## config.mk

```make
export PLATFORM = sky130hd
export DESIGN_NAME = pifo_reader
export DESIGN_NICKNAME = d
export VERILOG_FILES = /design/src/rtl/pifo_reader.sv
export SDC_FILE = /design/constraint.sdc
export NUM_CORES = 1
export LEC_CHECK = 0
export BUFFER_PORTS_ARGS = -buffer_cell sky130_fd_sc_hd__buf_2
export CORE_ASPECT_RATIO = 0.6
export CORE_MARGIN = 10
export CORE_UTILIZATION = 45
export DETAILED_ROUTE_END_ITERATION = 10
export PLACE_DENSITY = 0.77
export SYNTH_ARGS = -nofsm -noshare
export SYNTH_HDL_FRONTEND = slang
export SYNTH_SLANG_ARGS = --single-unit
```

## constraint.sdc

```tcl
create_clock -name clk -period 2.8 [get_ports clk]
set_clock_uncertainty 0.2 [all_clocks]
set_input_delay 0 -clock clk [delete_from_list [all_inputs] [get_ports clk]]
set_output_delay 0 -clock clk [all_outputs]
set_load 0.005 [all_outputs]
```

## src/rtl/pifo_reader.sv

```systemverilog
// PIFO head reader: pops the PIFO head into a 2-entry in-order output buffer with optional
// inter-pop gap. Define PIFO_READER_STATS_EN to add the saturating o__pop_count output.
module pifo_reader #(
  parameter int unsigned MAX_PRIORITY = 256,
  parameter int unsigned DATA_WIDTH   = 8,
  parameter int unsigned POP_GAP      = 0,
  localparam int unsigned PRIO_WIDTH  = $clog2(MAX_PRIORITY)
) (
  input  logic                  clk,
  input  logic                  reset,
  input  logic                  i__pifo_valid,
  input  logic [PRIO_WIDTH-1:0] i__pifo_priority,
  input  logic [DATA_WIDTH-1:0] i__pifo_data,
  output logic                  o__pifo_ready,
  input  logic                  i__pifo_push,
  input  logic                  i__flush,
  output logic                  o__data_out_valid,
  output logic [PRIO_WIDTH-1:0] o__data_out_priority,
  output logic [DATA_WIDTH-1:0] o__data_out,
  input  logic                  i__data_out_ready
`ifdef PIFO_READER_STATS_EN
  ,
  output logic [15:0]           o__pop_count
`endif
);

  typedef enum logic {StReady, StGap} state_e;

  localparam logic [7:0] GapLoad = 8'(POP_GAP);

  state_e                state_q, state_d;
  logic [7:0]            gap_cnt_q, gap_cnt_d;
  logic [1:0]            occ_q, occ_d;
  logic [PRIO_WIDTH-1:0] prio0_q, prio0_d, prio1_q, prio1_d;
  logic [DATA_WIDTH-1:0] data0_q, data0_d, data1_q, data1_d;
  logic                  pop, xfer;
  logic [1:0]            slot;

  assign o__pifo_ready = reset & ~i__flush & ~i__pifo_push & (occ_q < 2'd2) & (state_q == StReady);
  assign pop           = i__pifo_valid & o__pifo_ready;
  assign xfer          = reset & ~i__flush & (occ_q != 2'd0) & i__data_out_ready;

  // Outputs are forced to zero while reset is held, independent of the registers.
  assign o__data_out_valid    = reset & (occ_q != 2'd0);
  assign o__data_out_priority = reset ? prio0_q : '0;
  assign o__data_out          = reset ? data0_q : '0;

  always_comb begin
    state_d   = state_q;
    gap_cnt_d = gap_cnt_q;
    occ_d     = occ_q + {1'b0, pop} - {1'b0, xfer};
    prio0_d   = prio0_q;
    prio1_d   = prio1_q;
    data0_d   = data0_q;
    data1_d   = data1_q;
    slot      = occ_q - {1'b0, xfer};

    if (xfer) begin
      prio0_d = prio1_q;
      data0_d = data1_q;
    end
    // New entry lands behind whatever remains after this cycle's transfer.
    if (pop) begin
      if (slot == 2'd0) begin
        prio0_d = i__pifo_priority;
        data0_d = i__pifo_data;
      end else begin
        prio1_d = i__pifo_priority;
        data1_d = i__pifo_data;
      end
    end

    unique case (state_q)
      StReady: begin
        if (pop && (GapLoad != 8'd0)) begin
          state_d   = StGap;
          gap_cnt_d = GapLoad;
        end
      end
      StGap: begin
        if (gap_cnt_q <= 8'd1) begin
          state_d   = StReady;
          gap_cnt_d = 8'd0;
        end else begin
          gap_cnt_d = gap_cnt_q - 8'd1;
        end
      end
      default: state_d = StReady;
    endcase

    if (i__flush) begin
      occ_d     = 2'd0;
      gap_cnt_d = 8'd0;
      state_d   = StReady;
    end
  end

  always_ff @(posedge clk) begin
    if (!reset) begin
      state_q   <= StReady;
      gap_cnt_q <= 8'd0;
      occ_q     <= 2'd0;
      prio0_q   <= '0;
      prio1_q   <= '0;
      data0_q   <= '0;
      data1_q   <= '0;
    end else begin
      state_q   <= state_d;
      gap_cnt_q <= gap_cnt_d;
      occ_q     <= occ_d;
      prio0_q   <= prio0_d;
      prio1_q   <= prio1_d;
      data0_q   <= data0_d;
      data1_q   <= data1_d;
    end
  end

`ifdef PIFO_READER_STATS_EN
  logic [15:0] pop_count_q, pop_count_d;

  // Flush deliberately leaves the count alone; only reset clears it.
  always_comb begin
    pop_count_d = pop_count_q;
    if (pop && (pop_count_q != 16'hFFFF)) pop_count_d = pop_count_q + 16'd1;
  end

  always_ff @(posedge clk) begin
    if (!reset) pop_count_q <= 16'd0;
    else        pop_count_q <= pop_count_d;
  end

  assign o__pop_count = pop_count_q;
`endif

endmodule
```

# Yosys cells after proc, flatten, opt, wreduce, memory -nomap -nowiden

Cells that the tools add are included.

Bits of input ports: 22
Logic and storage cells: 41
Register bits after elaboration: 43
Output and inout port bits: 18

Reduce and logical (&&, ||, !) cells: 5
Add/sub/neg operators: 4
Bitwise operators: 13
Magnitude comparators: 2
Muxes and demuxes: 10

Operators by type and width:

| cell                | number |
|---|---|
| $mux 8              | 9 |
| $and 1x1->1         | 8 |
| $le 8x1->1 const B  | 1 |
| $sub 8x1->8 const B | 1 |
| $not 1->1           | 5 |
| $sub 2x1->2         | 2 |
| $reduce_or 3->1     | 1 |
| $add 2x1->2         | 1 |
| $logic_not 2->1     | 1 |
| $lt 2x2->1 const B  | 1 |
| $reduce_and 2->1    | 1 |
| $reduce_bool 2->1   | 1 |
| $reduce_or 2->1     | 1 |
| $mux 1              | 1 |

# Longest topological paths before layout

Depth in word-level cells: 8
Gate-level depth with buffers: 10
Gate-level depth less buffers: 9

# Worst setup path before layout

OpenSTA, ideal clock, no wires.

Path kind: register to register
Start point: register occ_q[1]
End point: register occ_q[1]
Path buffers: 1
Stages on the path, launching flop included: 10
Required time: 2522 ps
Arrival time: 1802 ps
Period minus slack after synthesis: 2080 ps
Library setup time: 78 ps
Path slack: 720 ps
Cells stage by stage: dfxtp_1 o21ai_1 clkbuf_1 nor2_1 ha_1 inv_1 ha_1 xor2_1 and2_1 nor3_1

Word-level cells in the longest chain between the ends: 6
Elaborated cells between the ends (all ways): 9
Those cells by class: add/sub: 2; order compare: 1; bitwise: 5; reduce/logical: 1

RTL lines:

| item                      | RTL line | text |
|---|---|---|
| start: declaration        | 33       | `logic [1:0] occ_q, occ_d;` |
| start signal: assignment  | 102      | `occ_q <= 2'd0;` |
| start signal: assignment  | 110      | `occ_q <= occ_d;` |
| $lt 2x2->1                | 39       | `assign o__pifo_ready = reset & ~i__flush & ~i__pifo_push & (occ_q < 2'd2) & (state_q == StReady);` |
| $and 1x1->1 (2 in series) | 39       |  |
| $and 1x1->1               | 40       | `assign pop = i__pifo_valid & o__pifo_ready;` |
| $add 2x1->2               | 51       | `occ_d = occ_q + {1'b0, pop} - {1'b0, xfer};` |
| $sub 2x1->2 *             | 51       |  |

Mark *: on every way between the ends. The rest lies on a longest branch, timed or not.
A chain may end at the register's enable or synchronous reset.

# Worst setup path after layout

Start point: input port reset
End point: register prio1_q[5]

Word-level cells in the longest chain between the ends: 7
Elaborated cells between the ends (all ways): 11
Those cells by class: add/sub: 1; bitwise: 8; reduce/logical: 2

RTL lines:

| item                       | RTL line | text |
|---|---|---|
| start: declaration         | 10       | `input logic reset,` |
| $and 1x1->1                | 39, 41   |  |
| $and 1x1->1 (2 in series)  | 41       | `assign xfer = reset & ~i__flush & (occ_q != 2'd0) & i__data_out_ready;` |
| $sub 2x1->2                | 56       | `slot = occ_q - {1'b0, xfer};` |
| $logic_not 2->1            | 64       | `if (slot == 2'd0) begin` |
| $not 1->1 (no line)        | --       |  |
| $reduce_and 2->1 (no line) | --       |  |
| end signal: assignment     | 112      | `prio1_q <= prio1_d;` |
| end: declaration           | 34       | `logic [PRIO_WIDTH-1:0] prio0_q, prio0_d, prio1_q, prio1_d;` |

Parallel ways exist; a longest one is shown, timed or not.

==> flow_summary.toml <==
[status]
status = "complete, no violations"

[sta]
rsz0062_at_grt = "false"
max_freq_ghz = 0.4037
fin_crit_ns = 2.477
worstMarginPinSlew_ns = 1.085
maxSlewViolCount = 0
finalHoldViolations = 0
setup_tns_ns = 0
slew_headroom_pct = 27.55
setup_viol_count_final = 0
fin_crit_sh_pct = 88.48

[detailed_routing]
drt-pass1-iter-count = 7
routed_wl_um = 6401
postRouteAntennaNets = 0
drt_iter0_drc = 452
drc = 0
vias = 2236
drt-vias-per-instance = 5.995
wl_per_cell_um = 17.16

[place]
dp_hpwl_um = 4303
place.gp.congestion = 0.8983
io_buffers = 39

[floorplanning]
die_w_um = 109.9
core_mm2 = 0.004636
rows = 19
ios = 40
die_area_mm2 = 0.008130
initial_core_util_pct = 47.10
dieHeight_um = 73.96

[yosys]
async_flop_share_pct = 0
yosys.area_share.simple_pct = 22.81
synth-warning-count = 0
netlist_area_mm2 = 0.002183
synth-edff-count = 0
synth_compound_area_share_pct = 27.79
synth_top_family_by_area = "compound AO/OA/AOI/OAI gates"
synth_nets = 284
synthCells = 258
ys.flop_type = "dfxtp_1"
synth_mux_area_share_pct = 0
synth_cell_types = 35
syn_area_per_cell_um2 = 8.463
synth_adder_area_share_pct = 2.292
yosysSeqAreaShare_pct = 39.43
synthTopCellsByArea = "dfxtp_1 (39%), o21ai_0 (8.0%), o41ai_1 (7.2%), and2_1 (5.4%), a21boi_0 (4.8%)"
synth-xor-area-share_pct = 1.203
ys_seq_elements = 43
netlist.area_leader.share_pct = 39.43
synth_top_cell_by_area = "dfxtp_1"

[cts]
clock_latency_ns = 0.30
numCtsBuffers = 5
clock-sinks = 43
cts-resized-gates = 0
tritoncts = "built"
root_buffer = "clkbuf_8"
clk_pin_slew_ns = 0.08
h-tree-depth = 2
cts_setup_buffers = 0
cts_buffer_depth = 2

[worst_hold_path]
hp-class = "primary input to flip-flop"

[layout]
layout-drive-gt1-share_pct = 18.71
final_common_cell = "dfxtp_1"
synthToLayoutAreaGrowth_pct = 26.88
antenna_cells = 0
most-common-layout-cells = "dfxtp_1 (43), buf_2 (39), o21ai_0 (35)"
nets = 336

[critical_path]
endpoint_kind = "flip-flop"
cp.arrival_ns = 2.46
path_class = "primary input to flip-flop"
cp_max_fo = 25
required_ns = 2.79
start_kind = "primary input"

[job]
maxCapViolations = 0

[global_route]
grt.overflow.total = 0
grt_use_total_pct = 15.87
grt_pass1_vias = 1998
grt_max_degree = 33
grt_pass1_wl_um = 10250
antenna_found_initial = 0

[pwr]
total_power_w = 0.001224
irDropWorstVdd_uv = 273.4
p_leak_nw = 1.046
power.density_mw_per_mm2 = 441.9
[where the power goes]
group / internal [W] / switching (W) / leakage, nW
logic: 0.0000564 / 0.0000722 / 0.647
clock network: 0.000262 / 0.000211 / 0.0513
registers: 0.000619 / 0.00000368 / 0.347
[timing repair]
action / CTS / global route
hold endpoints to repair: 32 / 0
endpoints found under the setup margin: 0 / 0
hold buffers: 27 / 0
[worst max-delay path: stages]
cell	delay [ns]
dlygate4sd3_1	0.54
buf_2	0.34
nand4bb_1	0.54
o21ai_0	0.36
a21boi_0	0.12
dlygate4sd3_1	0.56
[Yosys cell counts (2+ instances only)]
cell and n:
a21boi_0 14, a21boi_1 2, a21oi_1 5, a31oi_1 16
and2_1 19, buf_6 2, clkbuf_1 25, dfxtp_1 43
ha_1 4, inv_1 4, nand2_1 2, nand3_1 17
nand4_1 16, nor2_1 6, nor2b_1 2, nor3_1 3
o21ai_0 35, o41ai_1 18, or2_2 2, or3_1 5
or4_1 2, or4b_1 2, xor2_1 2
[final timing paths]
path | from | to | slack [ns] | depth (start not counted)
worst max-delay path | reset | prio1_q[5] | 0.32 | 6
worst min-delay path | i__pifo_push | data1_q[4] | 0.04 | 5
worst max register to register | state_q | prio1_q[5] | 0.42 | 5
worst min register to register | gap_cnt_q[7] | gap_cnt_q[7] | 0.28 | 2
[stage by stage]
stage	hold WS [ns]	utilization [%]	instances	setup slack, ns	cell area, µm²
after floorplan	-0.1568	-	258	0.7199	2183
after global placement	0.08300	51.71	339	0.6632	2397
after detailed placement	0.08879	51.71	339	0.5507	2397
after CTS	0.03430	59.76	373	0.3585	2770
after global routing	0.06757	59.76	373	0.1595	2770
final	0.04106	59.76	373	0.3226	2770
[layer usage]
metal / GRT usage, % / part of all wire [%]
met3: 4.832 / 11
met1: 22.98 / 45
met2: 21.68 / 42
met4: 5.029 / 1.5
met5: 0 / 0
[flip-flops by register name, summed over array words and instances (netlist names)]
signal     cells
data0_q        8
data1_q        8
gap_cnt_q      8
occ_q          2
prio0_q        8
prio1_q        8
state_q        1
[cell families (layout without fill, tap and decap cells)]
kind of cell / after synthesis / in the layout
AND/OR/NAND/NOR: 82 / 82
flip-flops: 43 / 43
XOR/XNOR: 3 / 3
buffers and inverters: 33 / 85
adder cells (fa/ha/maj): 4 / 4
AO/OA/AOI/OAI: 93 / 93
[cell type report]
type                    count  area [µm²]
clock buffers               6       72.57
clock inverters             1       30.03
fillers                   403        1866
inverters                   4       15.01
multi-input cells         182        1187
flip-flops and latches     43       860.8
well taps                  63       78.83
repair buffers             74       525.5
(Power assumes the default switching activity.)
